File: src/rtl/div8_pkg.sv
// Shared constants for the 8-bit restoring divider: operand width,
// final iteration index and FSM state encoding.
package div8_pkg;

  localparam int WIDTH = 8;

  // Counter value during the eighth and last RUN iteration
  localparam logic [2:0] ITER_LAST = 3'd7;

  localparam logic [1:0] ST_IDLE = 2'd0;
  localparam logic [1:0] ST_RUN  = 2'd1;
  localparam logic [1:0] ST_DONE = 2'd2;

endpackage

File: src/rtl/sub8.sv
// 8-bit ripple-borrow subtractor built from full-adder cells:
// a + ~b + 1, with borrow_out being the inverted final carry.
module sub8
  import div8_pkg::*;
(
  input  logic [WIDTH-1:0] a,
  input  logic [WIDTH-1:0] b,
  output logic [WIDTH-1:0] diff,
  output logic             borrow_out
);

  logic [WIDTH:0]   w_carry;
  logic [WIDTH-1:0] w_b_inv;

  assign w_b_inv    = ~b;
  assign w_carry[0] = 1'b1;

  // One full-adder cell per bit, carry rippling upward
  for (genvar i = 0; i < WIDTH; i++) begin : g_fa
    assign diff[i]      = a[i] ^ w_b_inv[i] ^ w_carry[i];
    assign w_carry[i+1] = (a[i] & w_b_inv[i]) | (w_carry[i] & (a[i] ^ w_b_inv[i]));
  end

  assign borrow_out = ~w_carry[WIDTH];

endmodule

File: src/rtl/div8.sv
// Sequential 8-bit unsigned restoring divider. One trial subtraction per
// RUN cycle, eight cycles per result, start/busy/done handshake.
module div8
  import div8_pkg::*;
(
  input  logic             clk,
  input  logic             rst,
  input  logic             start,
  input  logic [WIDTH-1:0] dividend,
  input  logic [WIDTH-1:0] divisor,
  output logic [WIDTH-1:0] quotient,
  output logic [WIDTH-1:0] remainder,
  output logic             busy,
  output logic             done,
  output logic             div_by_zero
);

  logic [1:0]       r_state;
  logic [2:0]       r_cnt;
  logic [WIDTH-1:0] r_q;
  logic [WIDTH-1:0] r_r;
  logic [WIDTH-1:0] r_d;
  logic [WIDTH-1:0] r_quot;
  logic [WIDTH-1:0] r_rem;
  logic             r_busy;
  logic             r_done;
  logic             r_dbz;

  logic             w_accept;
  logic             w_last;
  logic [WIDTH-1:0] w_shift;
  logic [WIDTH-1:0] w_diff;
  logic             w_borrow;
  logic             w_ok;
  logic [WIDTH-1:0] w_r_next;
  logic [WIDTH-1:0] w_q_next;

  // A new request is only taken when not iterating
  assign w_accept = start && ((r_state == ST_IDLE) || (r_state == ST_DONE));
  assign w_last   = (r_state == ST_RUN) && (r_cnt == ITER_LAST);

  // Partial remainder shifted left with the next dividend bit brought in;
  // the bit shifted out of R (R[7]) is the ninth bit of the trial operand.
  assign w_shift = {r_r[WIDTH-2:0], r_q[WIDTH-1]};

  sub8 u_sub8 (
    .a          (w_shift),
    .b          (r_d),
    .diff       (w_diff),
    .borrow_out (w_borrow)
  );

  // A set R[7] means the 9-bit trial operand already exceeds D, so the
  // 8-bit difference is correct modulo 256 even though it borrows.
  assign w_ok     = r_r[WIDTH-1] | ~w_borrow;
  assign w_r_next = w_ok ? w_diff : w_shift;
  assign w_q_next = {r_q[WIDTH-2:0], w_ok};

  // Working registers: load on accept, shift/restore each RUN cycle
  always_ff @(posedge clk) begin
    if (w_accept) begin
      r_q <= dividend;
      r_d <= divisor;
      r_r <= '0;
    end else if (r_state == ST_RUN) begin
      r_q <= w_q_next;
      r_r <= w_r_next;
    end
  end

  // FSM, iteration counter and registered outputs
  always_ff @(posedge clk or posedge rst) begin
    if (rst) begin
      r_state <= ST_IDLE;
      r_cnt   <= '0;
      r_quot  <= '0;
      r_rem   <= '0;
      r_busy  <= 1'b0;
      r_done  <= 1'b0;
      r_dbz   <= 1'b0;
    end else begin
      r_done <= 1'b0;
      if (w_accept) begin
        if (divisor == '0) begin
          r_state <= ST_DONE;
          r_quot  <= '1;
          r_rem   <= dividend;
          r_dbz   <= 1'b1;
          r_done  <= 1'b1;
          r_busy  <= 1'b0;
        end else begin
          r_state <= ST_RUN;
          r_cnt   <= '0;
          r_dbz   <= 1'b0;
          r_busy  <= 1'b1;
        end
      end else begin
        case (r_state)
          ST_RUN: begin
            r_cnt <= r_cnt + 3'd1;
            if (w_last) begin
              r_state <= ST_DONE;
              r_busy  <= 1'b0;
              r_done  <= 1'b1;
              r_quot  <= w_q_next;
              r_rem   <= w_r_next;
            end
          end
          ST_DONE: r_state <= ST_IDLE;
          ST_IDLE: r_state <= ST_IDLE;
          default: r_state <= ST_IDLE;
        endcase
      end
    end
  end

  assign quotient    = r_quot;
  assign remainder   = r_rem;
  assign busy        = r_busy;
  assign done        = r_done;
  assign div_by_zero = r_dbz;

endmodule
File: config.mk
export PLATFORM = sky130hd
export DESIGN_NAME = div8
export DESIGN_NICKNAME = d
export VERILOG_FILES = /design/src/rtl/div8_pkg.sv /design/src/rtl/sub8.sv /design/src/rtl/div8.sv
export SDC_FILE = /design/constraint.sdc
export NUM_CORES = 1
export LEC_CHECK = 0
export ABC_CLOCK_PERIOD_IN_PS = 4050
export BUFFER_PORTS_ARGS = -buffer_cell sky130_fd_sc_hd__buf_2
export CORE_AREA = 3 3 76 78
export DETAILED_ROUTE_END_ITERATION = 10
export DIE_AREA = 0 0 79 81
export PLACE_DENSITY = 0.7
export SLEW_MARGIN = 15
export SYNTH_ARGS = -nofsm -noshare
export SYNTH_HDL_FRONTEND = slang
export SYNTH_SLANG_ARGS = --single-unit
File: constraint.sdc
create_clock -name clk -period 4.05 [get_ports clk]
set_clock_uncertainty 0.1 [all_clocks]
set_input_delay 0.2025 -clock clk [delete_from_list [all_inputs] [get_ports clk]]
set_output_delay 0.2025 -clock clk [all_outputs]
set_load 0.005 [all_outputs]
==> results by group, run 1 <==
Power and ir drop
  • Leakage: 0.00117 µW
  • Worst VDD drop: 360 µV
  • PwrDens: 809 nW/µm²
  • Total power: 2120 µW

CTS
  • Sink Count: 48
  • CTS root buffer: clkbuf_8
  • Htree depth: 2
  • CTS buffer count: 5
  • Maximum clock insertion buffer count: 2
  • Clk pin slew, worst setup/hold paths: 0.09 ns
  • Worst skew pair latency: 0.30 ns
  • CTS tree: yes

Synth
  • Cell variety after synth: 39
  • EDFF count, synth: 16
  • Count leader, synth: dfrtp_1
  • Syn Area/Cell: 12.3 µm²
  • Instance count of the mapped netlist: 184
  • Ys Warns: 0
  • Synth area leader: dfrtp_1
  • Post-synth ARST share: 50.0%
  • Area fraction of the dominant cell type after synthesis: 26.6%
  • Synth cell count leaders: 24 x dfrtp_1, 18 x inv_1, 16 x edfxtp_1
  • Largest cells by area after synthesis: dfrtp_1 27%, edfxtp_1 21%, dfxtp_1 7.1%, fa_1 6.2%, o22a_1 3.1%
  • Register bit total from synthesis: 48
  • Synth Flop Type: dfrtp_1
  • Mapped Nets: 213
  • Sequential element share of the synthesized area: 54.9%
  • Mapped Area: 2260 µm²

Place
  • Inst Count DP: 284
  • DP Worst Slack: 0.146 ns
  • Placed cell area: 2490 µm²
  • GP Congestion: 0.752
  • DP Wirelength: 3160 µm
  • Port Buffers: 37

Timing
  • Final setup violation count: 0
  • Worst Setup Slack, final: 0.167 ns
  • Min Tclk post-route: 3.88 ns
  • RSZ-0062 raised after global routing: false
  • Setup tns final: 0 ns
  • Period Utilization, post-route: 95.9%
  • Fmax achieved: 0.258 GHz
  • Number of hold violations in the final report: 15
  • Rel. slew slack: 38.9%
  • Worst Tran Pin Value: 0.916 ns
  • Hold_ws: -0.0124 ns
  • Slew Limit Fails: 0

Critical path
  • Crit path required time: 4.15 ns
  • Critical Path Sink Type: register
  • CP peak stage delay: 0.44 ns
  • RR Startpoint: r_q[7]
  • Worst path arrival time: 3.98 ns
  • Worst path most repeated cell: fa_1
  • CP max-delay cell: fa_2
  • Crit Path Category: reg2reg
  • Critical Path Source: r_q[7]
  • Crit-path cells: inv_1 -> ha_1 -> fa_1 -> fa_2 -> fa_1 -> fa_1 -> inv_1 -> fa_1 -> inv_1 -> fa_1 -> inv_1 -> fa_2 -> o21ai_2 -> a31oi_1 -> mux2_4
  • Worst setup SP type: register
  • Worst-path maximum fanout: 2

Global route
  • Tot GR Track Use: 15.2%
  • GRT overflow: 0
  • First-pass GRT wire length: 7360 µm
  • Largest net degree at the start of global routing: 25
  • Initial antenna violation count: 0
  • Vias in the first global route: 1512

Routing
  • Detailed Route WL: 4460 µm
  • Routed Antenna Nets: 0
  • Detailed Routing Iterations Pass 1: 4
  • Via count: 1527
  • Per-cell routed wire length: 15.1 µm
  • Via-to-Cell Ratio: 5.16
  • # DRC: 0
  • DR iter-0 viols: 80

Finish
  • Multi-input gate area: 882 µm²
  • Synth-to-layout area growth: 16.0%
  • Filler cell count: 488
  • Register Area: 1240 µm²
  • Non-Filler Instances: 296
  • Final instance area: 2620 µm²
  • Fraction of layout cells with a size suffix above 1: 27.4%
  • Nets: 254
  • Inserted Diodes: 0

Floorplanning
  • Die Span Y: 81 µm
  • IO Count: 38
  • Site row count: 26
  • Die footprint: 6400 µm²
  • Starting Density: 44.0%
  • Core area: 5140 µm²
  • Width of the die: 79 µm

Outcome
  • Outcome: finished with violations
  • Violated checks: hold timing

Run
  • Max-cap violations: 0

Worst hold path
  • Worst min-delay path class: in2async
## power breakdown
part           internal [µW]  total [µW]  switching (µW)
clock network            121         274             153
registers                746         892             145
logic                    477         954             477
total                   1340        2120             776
## kinds of logic after synthesis
kind of cell | after synthesis | share of synthesized area, %
AO/OA/AOI/OAI | 47 | 15.0
buffers and inverters | 28 | 6.42
multiplexers | 8 | 4.21
AND/OR/NAND/NOR | 43 | 11.6
adder cells (fa/ha/maj) | 10 | 7.86
flip-flops | 48 | 54.9
## worst paths after layout
| path | slack [ns] | cells past startpoint | endpoint |
|---|---|---|---|
| max | 0.17 | 15 | remainder[7] |
| min | -0.01 | 2 | quotient[7] |
| max reg2reg | 0.17 | 15 | remainder[7] |
| min reg2reg | 0.39 | 1 | quotient[3] |
| max in group asynchronous | 3.30 | 2 | r_state[1] |
| min in group clk | 0.01 | 1 | r_d[1] |
## metal layers
metal  up-vias  routed length (µm)  global-route usage, %
met4         0                  65                   6.53
met1       739                2050                   21.0
met2        47                2070                   23.1
met5         -                   0                      0
met3         6                 264                   3.44
li1        735                   -                      -
## registers in the layout, indices dropped and copies added (netlist names), 2 cells and up
signal     count
r_r            8
r_state        2
quotient       8
r_q            8
r_d            8
remainder      8
r_cnt          3
## placed cells by master, fill, tap and decap left out, types with 2 or more instances in the layout
master	netlist	layout
nand2_1	13	13
o21ai_0	9	6
clkbuf_1	3	2
fa_2	0	2
a21o_1	8	8
a21oi_1	4	4
nand2b_1	2	2
o21bai_1	2	2
mux2i_1	5	5
dfxtp_1	8	8
edfxtp_1	16	16
fa_1	7	5
a32o_1	6	6
nor4_2	2	2
mux2_4	3	3
clkbuf_8	0	5
dlygate4sd3_1	0	4
nor3_1	2	2
or3_1	4	4
dfrtp_1	24	24
ha_1	3	3
o22a_1	8	8
inv_1	18	18
o21ai_1	0	2
or3b_2	3	3
a31oi_1	7	7
and3b_1	4	4
buf_2	0	37
nor2_1	4	4
nor3b_1	3	3
## repair_timing
action | 4_1_cts | 5_1_grt
endpoints found under the setup margin | 0 | 8
resized for setup | 0 | 6
endpoints found under the hold margin | 4 | 0
setup buffers | 0 | 0
hold buffers | 4 | 0
## worst max-delay path: cells and delay by family (launching register included)
family	cells	cell delay, ns
fa+ha+maj	8	2.61
flops	1	0.35
mux	1	0.27
buf+inv	4	0.25
compound gates	2	0.18
## metrics by stage
stage / util [%] / hold WS (ns)
6_report: 51.0 / -0.0124
5_1_grt: 51.0 / 0.0134
4_1_cts: 50.8 / 0.00135
3_5_place_dp: 48.5 / 0.309
3_3_place_gp: 48.5 / 0.306
2_1_floorplan: - / 0.117
## area by class of cell
cell class	instances	area share (%)
clock buffers	7	2.91
clock inverters	1	0.191
inverters	19	2.91
multi-input cells	108	33.7
flip-flops and latches	48	47.4
well taps	70	3.34
repair buffers	43	9.64
Power figures use the tool's default switching activity.
==> run 2: changes to the inputs <==
--- a/config.mk
+++ b/config.mk
@@ -11,6 +11,7 @@
 export DETAILED_ROUTE_END_ITERATION = 10
 export DIE_AREA = 0 0 79 81
 export PLACE_DENSITY = 0.7
+export REMOVE_ABC_BUFFERS = 1
 export SLEW_MARGIN = 15
 export SYNTH_ARGS = -nofsm -noshare
 export SYNTH_HDL_FRONTEND = slang
==> results by group, run 2 (same netlist as run 1, synthesis figures left out) <==
Outcome
  • Outcome: finished with violations
  • Violated checks: hold timing

Critical path
  • Crit Path Category: reg2reg
  • CP bufs+invs: 4 (unchanged)
  • R2R cell count: 15 (unchanged)
  • Worst path most repeated cell: fa_1
  • CP max-delay cell: fa_2
  • Worst-path maximum fanout: 2 (unchanged)
  • Crit-path cells: inv_1 -> ha_1 -> fa_2 -> fa_1 -> fa_1 -> fa_1 -> inv_1 -> fa_1 -> inv_1 -> fa_1 -> inv_1 -> fa_2 -> o21ai_2 -> a31oi_1 -> mux2_4
  • Reg-to-Reg End: remainder[7]
  • Worst setup SP type: register
  • Critical path's top delay family: adder cells
  • RR Startpoint: r_q[7]
  • Worst path arrival time: 3.99 ns (about the same)
  • CP peak stage delay: 0.43 ns (about the same)
  • Crit path required time: 4.15 ns (about the same)
  • Reg2Reg Setup Slack: 0.16 ns (about the same)
  • Critical Path Sink Type: register

Floorplanning
  • IO Count: 38 (unchanged)
  • Width of the die: 79 µm (unchanged)
  • Core area: 5140 µm² (unchanged)
  • Die footprint: 6400 µm² (unchanged)
  • Die Span Y: 81 µm (unchanged)
  • Site row count: 26 (unchanged)
  • Starting Density: 44.0% (unchanged)

CTS
  • Postcts setup bufs: 0 (unchanged)
  • Clk pin slew, worst setup/hold paths: 0.10 ns (about the same)
  • Maximum clock insertion buffer count: 2 (unchanged)
  • Worst skew pair latency: 0.30 ns (about the same)
  • CTS tree: yes
  • Sink Count: 48 (unchanged)
  • CTS buffer count: 5 (unchanged)
  • CTS root buffer: clkbuf_8
  • Htree depth: 2 (unchanged)

Worst hold path
  • Worst min-delay path class: in2async

Place
  • Port Buffers: 37 (unchanged)
  • DP Worst Slack: 0.105 ns (-0.0408 ns)
  • DP Wirelength: 3270 µm (+3.4%)
  • GP Congestion: 0.847 (+13%)

Global route
  • First-pass GRT wire length: 7690 µm (+4.4%)
  • GR peak layer: met2
  • M1 GR Usage: 19.9% (-1.1 points)
  • GR met2 Demand/Resource: 27.3% (+4.1 points)
  • Initial antenna violation count: 0 (unchanged)
  • GRT overflow: 0 (unchanged)
  • Vias in the first global route: 1597 (+5.6%)
  • Tot GR Track Use: 15.9% (+0.71 points)
  • Largest net degree at the start of global routing: 25 (unchanged)
  • GRT met3 Usage: 3.77% (+0.33 points)

Routing
  • # DRC: 0 (unchanged)
  • DR iter-0 viols: 115 (+44%)
  • Detailed Routing Iterations Pass 1: 4 (unchanged)
  • Per-cell routed wire length: 15.6 µm (+3.8%)
  • Via count: 1539 (+0.79%)
  • Routed Antenna Nets: 0 (unchanged)
  • Detailed Route WL: 4670 µm (+4.8%)
  • Via-to-Cell Ratio: 5.15 (-0.23%)

Timing
  • Worst Setup Slack, final: 0.157 ns (-0.00967 ns)
  • Number of hold violations in the final report: 14 (-1)
  • Setup tns final: 0 ns (unchanged)
  • RSZ-0062 raised after global routing: false
  • Final setup violation count: 0 (unchanged)
  • Min Tclk post-route: 3.89 ns (+0.00967 ns)
  • Hold_ws: -0.00771 ns (+0.00473 ns)
  • Period Utilization, post-route: 96.1% (+0.24 points)
  • Worst Tran Pin Value: 0.937 ns (+0.0212 ns)
  • Rel. slew slack: 37.5% (-1.4 points)
  • Fmax achieved: 0.257 GHz (-0.25%)
  • Slew Limit Fails: 0 (unchanged)

Power and ir drop
  • Total power: 2180 µW (+2.8%)
  • Leakage: 0.00120 µW (+2.1%)
  • PwrDens: 815 nW/µm² (+0.72%)
  • Worst VDD drop: 480 µV (+33%)

Run
  • Max-cap violations: 0 (unchanged)

Finish
  • Synth-to-layout area growth: 18.4%
  • Nets: 257 (+1.2%)
  • Inserted Diodes: 0 (unchanged)
  • Most frequent cells in the layout: 37 x buf_2, 24 x dfrtp_1, 18 x inv_1
  • Most common cell after layout, fill and taps aside: buf_2
  • Fraction of layout cells with a size suffix above 1: 27.5% (+0.077 points)
-- run 2: changes by cell type in the layout (fill, tap and decap cells not counted), sizes merged --
| cell | previous run | this run |
|---|---|---|
| dlygate4sd3 | 4 | 7 |
| clkbuf | 7 | 6 |
| clkinv | 1 | 2 |
-- run 2: final cells by class --
cell class | instances | area [µm²]
Fill cell | 502 | 2460
Timing Repair Buffer | 46 | 283
Tap cell | 70 | 87.6
Clock inverter | 2 | 12.5
Inverter | 19 | 76.3
Multi-Input combinational cell | 108 | 882
Clock buffer | 6 | 93.8
Sequential cell | 48 | 1240
-- run 2: worst reg2reg max path: stages (launching register included) --
cell and delay, ns:
edfxtp_1 0.34, inv_1 0.05, ha_1 0.21, fa_2 0.34, fa_1 0.38, fa_1 0.39
fa_1 0.36, inv_1 0.08, fa_1 0.15, inv_1 0.05, fa_1 0.36, inv_1 0.08
fa_2 0.43, o21ai_2 0.07, a31oi_1 0.11, mux2_4 0.29
-- run 2: metal layers --
metal	wire (µm)	part of all wire, %
met1	2070	44
met4	44	0.94
met5	0	0
met2	2320	50
met3	236	5.1
-- run 2: worst max path at each step --
stage / to / startpoint / cells past startpoint
after floorplan: remainder[0] / r_q[7] / 15
after global placement: remainder[7] / r_q[7] / 15
final: remainder[7] / r_q[7] / 15
after global routing: remainder[2] / r_q[7] / 16
after detailed placement: remainder[7] / r_q[7] / 15
after CTS: remainder[7] / r_q[7] / 15
-- run 2: timing repair --
| item | 4_1_cts | 5_1_grt |
|---|---|---|
| hold endpoints to repair | 7 | 0 |
| setup endpoints to repair | 0 | 7 |
| resized for setup | 0 | 5 |
| hold buffers | 7 | 0 |
-- run 2: power by group --
group	switching, µW	internal (µW)
Clock	165	158
Sequential	150	746
Combinational	481	479
-- run 2: through the flow --
step / std cells / area [µm²] / utilization [%] / hold slack, ns
global route: 299 / 2680 / 52.1 / 0.00913
global placement: 284 / 2490 / 48.5 / 0.308
CTS: 299 / 2670 / 51.9 / 0.00285
detailed placement: 284 / 2490 / 48.5 / 0.308
floorplan: 175 / 2190 / - / 0.117
finish: 299 / 2680 / 52.1 / -0.00771
